$ cat src/rtl/axi_write_responder_if.sv
// AXI-style write channel bundle (AW, W, B) plus the debug read port of the
// write responder. The slave modport is the responder's view.
interface axi_write_responder_if;
  logic       AWVALID;
  logic       AWREADY;
  logic [7:0] AWADDR;
  logic [3:0] AWID;
  logic [3:0] AWLEN;
  logic       WVALID;
  logic       WREADY;
  logic [7:0] WDATA;
  logic       WLAST;
  logic       BVALID;
  logic       BREADY;
  logic [3:0] BID;
  logic [1:0] BRESP;
  logic [7:0] DBG_ADDR;
  logic [7:0] DBG_DATA;

  modport slave (
    input  AWVALID, AWADDR, AWID, AWLEN,
    input  WVALID, WDATA, WLAST,
    input  BREADY,
    input  DBG_ADDR,
    output AWREADY, WREADY, BVALID, BID, BRESP,
    output DBG_DATA
  );

  modport master (
    output AWVALID, AWADDR, AWID, AWLEN,
    output WVALID, WDATA, WLAST,
    output BREADY,
    output DBG_ADDR,
    input  AWREADY, WREADY, BVALID, BID, BRESP,
    input  DBG_DATA
  );
endinterface

$ cat src/rtl/axi_write_responder.sv
// Single-outstanding write responder backed by a 256x8 byte array. Addresses
// 8'hF0-8'hFF are protected; bursts that break length or address rules get SLVERR.
module axi_write_responder (
  input  logic                   clk,
  input  logic                   rst,
  axi_write_responder_if.slave   bus
);

  typedef enum logic [1:0] {
    ST_IDLE,
    ST_WDATA,
    ST_RESP
  } state_t;

  localparam logic [7:0] PROT_BASE = 8'hF0;
  localparam logic [4:0] BEAT_SAT  = 5'd16;

  state_t     state;
  logic [7:0] mem [256];
  logic [7:0] addr;
  logic [3:0] id;
  logic [3:0] len;
  logic [4:0] beat_cnt;
  logic       err;

  logic beat;
  logic dst_bad;
  logic over;
  logic early_last;
  logic beat_err;
  logic do_write;

  // NOTE: every signal gets a value at the top of always_comb so no path
  // leaves it unassigned; an unassigned path would infer a latch.
  always_comb begin
    beat       = 1'b0;
    dst_bad    = 1'b0;
    over       = 1'b0;
    early_last = 1'b0;
    beat_err   = 1'b0;
    do_write   = 1'b0;
    if (state == ST_WDATA) begin
      beat       = bus.WVALID && bus.WREADY;
      dst_bad    = addr >= PROT_BASE;
      over       = beat_cnt > {1'b0, len};
      early_last = bus.WLAST && (beat_cnt != {1'b0, len});
      beat_err   = beat && (dst_bad || over || early_last);
      do_write   = beat && !dst_bad && !over;
    end
  end

  // NOTE: the array must clear on reset, so it is built from resettable flops
  // rather than a RAM macro, which cannot be reset.
  always_ff @(posedge clk or posedge rst) begin
    if (rst) begin
      for (int i = 0; i < 256; i++) mem[i] <= '0;
    end else if (do_write) begin
      mem[addr] <= bus.WDATA;
    end
  end

  assign bus.DBG_DATA = mem[bus.DBG_ADDR];

  // NOTE: sequential state uses non-blocking assignments so every register
  // samples pre-edge values regardless of statement order.
  always_ff @(posedge clk or posedge rst) begin
    if (rst) begin
      state       <= ST_IDLE;
      bus.AWREADY <= 1'b1;
      bus.WREADY  <= 1'b0;
      bus.BVALID  <= 1'b0;
      bus.BID     <= '0;
      bus.BRESP   <= '0;
      addr        <= '0;
      id          <= '0;
      len         <= '0;
      beat_cnt    <= '0;
      err         <= 1'b0;
    end else begin
      unique case (state)
        ST_IDLE: begin
          if (bus.AWVALID) begin
            addr        <= bus.AWADDR;
            id          <= bus.AWID;
            len         <= bus.AWLEN;
            beat_cnt    <= '0;
            err         <= 1'b0;
            bus.AWREADY <= 1'b0;
            bus.WREADY  <= 1'b1;
            state       <= ST_WDATA;
          end
        end

        ST_WDATA: begin
          if (beat) begin
            // Wrap past 8'hFF is legal; only the protected window flags an error.
            addr <= addr + 8'd1;
            if (beat_cnt != BEAT_SAT) beat_cnt <= beat_cnt + 5'd1;
            err <= err || beat_err;
            if (bus.WLAST) begin
              bus.WREADY <= 1'b0;
              bus.BVALID <= 1'b1;
              bus.BID    <= id;
              bus.BRESP  <= (err || beat_err) ? 2'b10 : 2'b00;
              state      <= ST_RESP;
            end
          end
        end

        ST_RESP: begin
          if (bus.BREADY) begin
            bus.BVALID  <= 1'b0;
            bus.AWREADY <= 1'b1;
            state       <= ST_IDLE;
          end
        end

        default: state <= ST_IDLE;
      endcase
    end
  end

endmodule

$ cat src/flat_wrapper.sv
// flat-port wrapper written by rule: the top's interface ports become plain ports
module axi_write_responder_flat 
  (clk, rst, bus_AWVALID, bus_AWADDR, bus_AWID, bus_AWLEN, bus_WVALID, bus_WDATA, bus_WLAST, bus_BREADY, bus_DBG_ADDR, bus_AWREADY, bus_WREADY, bus_BVALID, bus_BID, bus_BRESP, bus_DBG_DATA);
  axi_write_responder_if bus_i ();
  input  logic clk;
  input  logic rst;
  input wire logic [$bits(bus_i.AWVALID)-1:0] bus_AWVALID;
  input wire logic [$bits(bus_i.AWADDR)-1:0] bus_AWADDR;
  input wire logic [$bits(bus_i.AWID)-1:0] bus_AWID;
  input wire logic [$bits(bus_i.AWLEN)-1:0] bus_AWLEN;
  input wire logic [$bits(bus_i.WVALID)-1:0] bus_WVALID;
  input wire logic [$bits(bus_i.WDATA)-1:0] bus_WDATA;
  input wire logic [$bits(bus_i.WLAST)-1:0] bus_WLAST;
  input wire logic [$bits(bus_i.BREADY)-1:0] bus_BREADY;
  input wire logic [$bits(bus_i.DBG_ADDR)-1:0] bus_DBG_ADDR;
  output wire logic [$bits(bus_i.AWREADY)-1:0] bus_AWREADY;
  output wire logic [$bits(bus_i.WREADY)-1:0] bus_WREADY;
  output wire logic [$bits(bus_i.BVALID)-1:0] bus_BVALID;
  output wire logic [$bits(bus_i.BID)-1:0] bus_BID;
  output wire logic [$bits(bus_i.BRESP)-1:0] bus_BRESP;
  output wire logic [$bits(bus_i.DBG_DATA)-1:0] bus_DBG_DATA;
  assign bus_i.AWVALID = bus_AWVALID;
  assign bus_i.AWADDR = bus_AWADDR;
  assign bus_i.AWID = bus_AWID;
  assign bus_i.AWLEN = bus_AWLEN;
  assign bus_i.WVALID = bus_WVALID;
  assign bus_i.WDATA = bus_WDATA;
  assign bus_i.WLAST = bus_WLAST;
  assign bus_i.BREADY = bus_BREADY;
  assign bus_i.DBG_ADDR = bus_DBG_ADDR;
  assign bus_AWREADY = bus_i.AWREADY;
  assign bus_WREADY = bus_i.WREADY;
  assign bus_BVALID = bus_i.BVALID;
  assign bus_BID = bus_i.BID;
  assign bus_BRESP = bus_i.BRESP;
  assign bus_DBG_DATA = bus_i.DBG_DATA;
  axi_write_responder u_core (.clk(clk), .rst(rst), .bus(bus_i));
endmodule
$ cat config.mk
export PLATFORM = sky130hd
export DESIGN_NAME = axi_write_responder_flat
export DESIGN_NICKNAME = d
export VERILOG_FILES = /design/src/rtl/axi_write_responder_if.sv /design/src/rtl/axi_write_responder.sv /design/src/flat_wrapper.sv
export SDC_FILE = /design/constraint.sdc
export NUM_CORES = 2
export LEC_CHECK = 0
export CAP_MARGIN = 20
export CELL_PAD_IN_SITES_DETAIL_PLACEMENT = 0
export CELL_PAD_IN_SITES_GLOBAL_PLACEMENT = 1
export CORE_MARGIN = 3
export CORE_UTILIZATION = 50
export CTS_CLUSTER_DIAMETER = 50
export DETAILED_ROUTE_END_ITERATION = 10
export GPL_ROUTABILITY_DRIVEN = 0
export PLACE_DENSITY_LB_ADDON = 0.1
export SLEW_MARGIN = 25
export SYNTH_ARGS = -nofsm -noshare
export SYNTH_HDL_FRONTEND = slang
export SYNTH_SLANG_ARGS = --single-unit
$ cat constraint.sdc
create_clock -name clk -period 126.8 [get_ports clk]
set_input_delay 25.36 -clock clk [delete_from_list [all_inputs] [get_ports clk]]
set_output_delay 25.36 -clock clk [all_outputs]
set_load 0.01 [all_outputs]
==> results.ini <==
[clock_network]
cts_resized = 0
clk-insertion-delay-late_ns = 0.85
post_cts_buffers = 0
cts_hold_buf = 0
cts.clk_slew.worst_paths_ns = 0.06
htreeDepth = 4
tritoncts = done
cts_buffers = 234
clk_path_buf_depth = 3
root_buffer = clkbuf_16
clock_sinks = 2080

[setup_path]
critPathLaunch = bus_DBG_ADDR[0]
path_max_fanout = 97
critical_path_class = input port to output port
endpoint = bus_DBG_DATA[7]
r2r_cells = 7
crit_arrival_ns = 30.96
crit_path_end_kind = output port
critPathLaunchType = input port
reg2reg_slack_ns = 122.63
r2r_end = u_core.mem[1116]
cp.required_ns = 101.44
timing.rr.start = u_core.addr[2]

[global_routing]
grt_overflow_total = 0
first_global_vias = 56400
met2_usage_pct = 41.9
track_usage_pct = 27.4
grtUsageMet3_pct = 4.48
grt_max_degree = 148
top_usage_layer = met2
grt_pass1_wl_um = 392000
grt_antenna_before_repair = 7
use_met1_pct = 40.4

[die]
die_w_um = 440
fp.coreArea_um2 = 186000
die_area_um2 = 194000
rows = 158
fp.dieH_um = 440
design.portCount = 55
initial_core_util_pct = 50.5

[timing]
rsz0062_at_grt = no
post-route-min-period_ns = 56.32
period_share_pct = 44.4
setup_tns_ns = 0
max_slew_margin_pct = 22.1
hold_slack_ns = 0.370
setup_viol = 0
drv_slew = 0
fmax_mhz = 17.8
finalHoldViolCount = 0
tightest_slew_ns = 1.16
fin_skew_ns = 0.0277

[synth]
mappedNetlistArea_um2 = 94100
synth_top_cell_by_area = dfrtp_1
postSynthCellCount = 6211
ys_top_cells_by_area = dfrtp_1, mux2_2, mux4_2, clkbuf_1, mux2i_1
syn-num-nets = 6259
ys_seq_area_share_pct = 55.3
postSynth.asyncResetShare_pct = 100
yosysWarnings = 0
ys.flop_type = dfrtp_1
synth.top_cell.area_share_pct = 55.3
syn_avg_cell_area_um2 = 15.2
synth_seq_cells = 2080
synth_edf_count = 0
yosys.cell_types.count = 57

[worst_hold_path]
min_path_type = flip-flop to flip-flop
whs_path_depth = 0
min_from = u_core.mem[70]

[drt]
remaining_drc_errors = 0
drt_first_iter_violations = 3880
first_pass_iters = 5
finalWirelength_um = 262000
vias = 54100
drtAntennaViolNets = 0
vias_per_cell = 6.22
wl_per_cell_um = 30.1

[finish]
fin_util_pct = 56.2
drive_gt1_share_pct = 49.0
fin_nets = 6078
final_cell_mix = dfrtp_1, mux2_2, mux4_2
area_delta_synth_final_pct = 11.3
mostFrequentLayoutCell = dfrtp_1

[placement]
place_hpwl_um = 163000
io_buffers = 53

[pwr]
peakVddDrop_mv = 0.0139
power.leakage_nw = 50.1
p_per_area_nw_per_um2 = 16.7

[status]
outcome = finished clean

[flow_run]
drv_cap = 0

worst max-delay path, cell delays in order:
cell	delay [ns]
buf_8	0.58
buf_12	0.62
buf_12	0.64
buf_4	0.56
mux4_2	0.58
a221oi_1	0.36
o32ai_1	0.17
nor3_1	0.89
nor4_2	0.27
clkdlybuf4s50_1	0.57
cell families (layout without fill, tap and decap cells):
group | count (synthesis) | in the layout | share of synthesized area [%]
fa+ha+maj | 10 | 10 | 0.133
buf+inv | 627 | 637 | 2.67
flops | 2080 | 2080 | 55.3
other cells | 1 | 6 | 0.00398
compound gates | 463 | 463 | 3.34
simple gates | 515 | 515 | 3.31
mux | 2512 | 2512 | 35.2
xor+xnor | 3 | 3 | 0.0279
state kept, by name, indices dropped and copies added (netlist names):
register and cells:
u_core.bus.BID 4, u_core.err 1, u_core.bus.WREADY 1, u_core.len 4, u_core.beat_cnt 5, u_core.addr 8, u_core.id 4, u_core.bus.AWREADY 1
u_core.bus.BRESP 1, u_core.state 2, u_core.bus.BVALID 1, u_core.mem 2048
synth_stat cells, types with 15 or more instances:
library cell and count:
mux2_4 32, a22oi_1 163, or3_1 25, buf_1 42, o21ai_0 19, mux2_2 1900
buf_2 75, clkbuf_1 482, nor3_1 26, nor4_1 39, nor2_2 31, nor2_1 108
mux2i_1 139, mux4_2 437, nand2_1 130, nand3_1 27, nor3_4 46, dfrtp_1 2079
a211oi_1 17, o221ai_1 40, a21oi_1 127, nand2b_1 15, o22ai_1 40, inv_1 17
power by group:
part | total (mW) | switching, mW | internal, mW
combinational | 0.262 | 0.147 | 0.115
sequential | 0.788 | 0.0430 | 0.745
clock | 0.700 | 0.281 | 0.419
layout make-up:
cell class / count / area (um^2)
fill: 15000 / 81500
sequential: 2080 / 52100
multi-input combinational: 3504 / 39700
clock buffer: 327 / 6760
tap: 2480 / 3100
timing repair buffer: 192 / 1730
clock inverter: 100 / 1250
inverter: 18 / 75.1
antenna: 5 / 12.5
stage by stage:
| step | total power, mW | cells | setup WS, ns | area [um^2] |
|---|---|---|---|---|
| global route | 1.82 | 8701 | 70.20 | 105000 |
| floorplan | 0.970 | 6211 | 42.68 | 94100 |
| global placement | 1.05 | 8272 | 70.41 | 96600 |
| finish | 1.75 | 8706 | 70.48 | 105000 |
| CTS | 1.76 | 8700 | 70.45 | 105000 |
| detailed placement | 1.06 | 8273 | 70.45 | 96600 |
worst min-delay path by stage:
stage                                  to  slack (ns)
final                      u_core.mem[70]        0.37
after CTS                  u_core.mem[74]        0.38
after global placement    u_core.mem[110]        0.36
after global routing       u_core.mem[41]        0.38
after detailed placement   u_core.mem[74]        0.36
after floorplan           u_core.mem[104]        0.42
metal layers:
layer	part of all wire (%)	vias to the layer above
met5	0	-
met4	3.1	0
met3	5.4	360
met2	46	1371
met1	45	29700
li1	-	22700
Note: power is estimated with default switching activity, not from simulation.
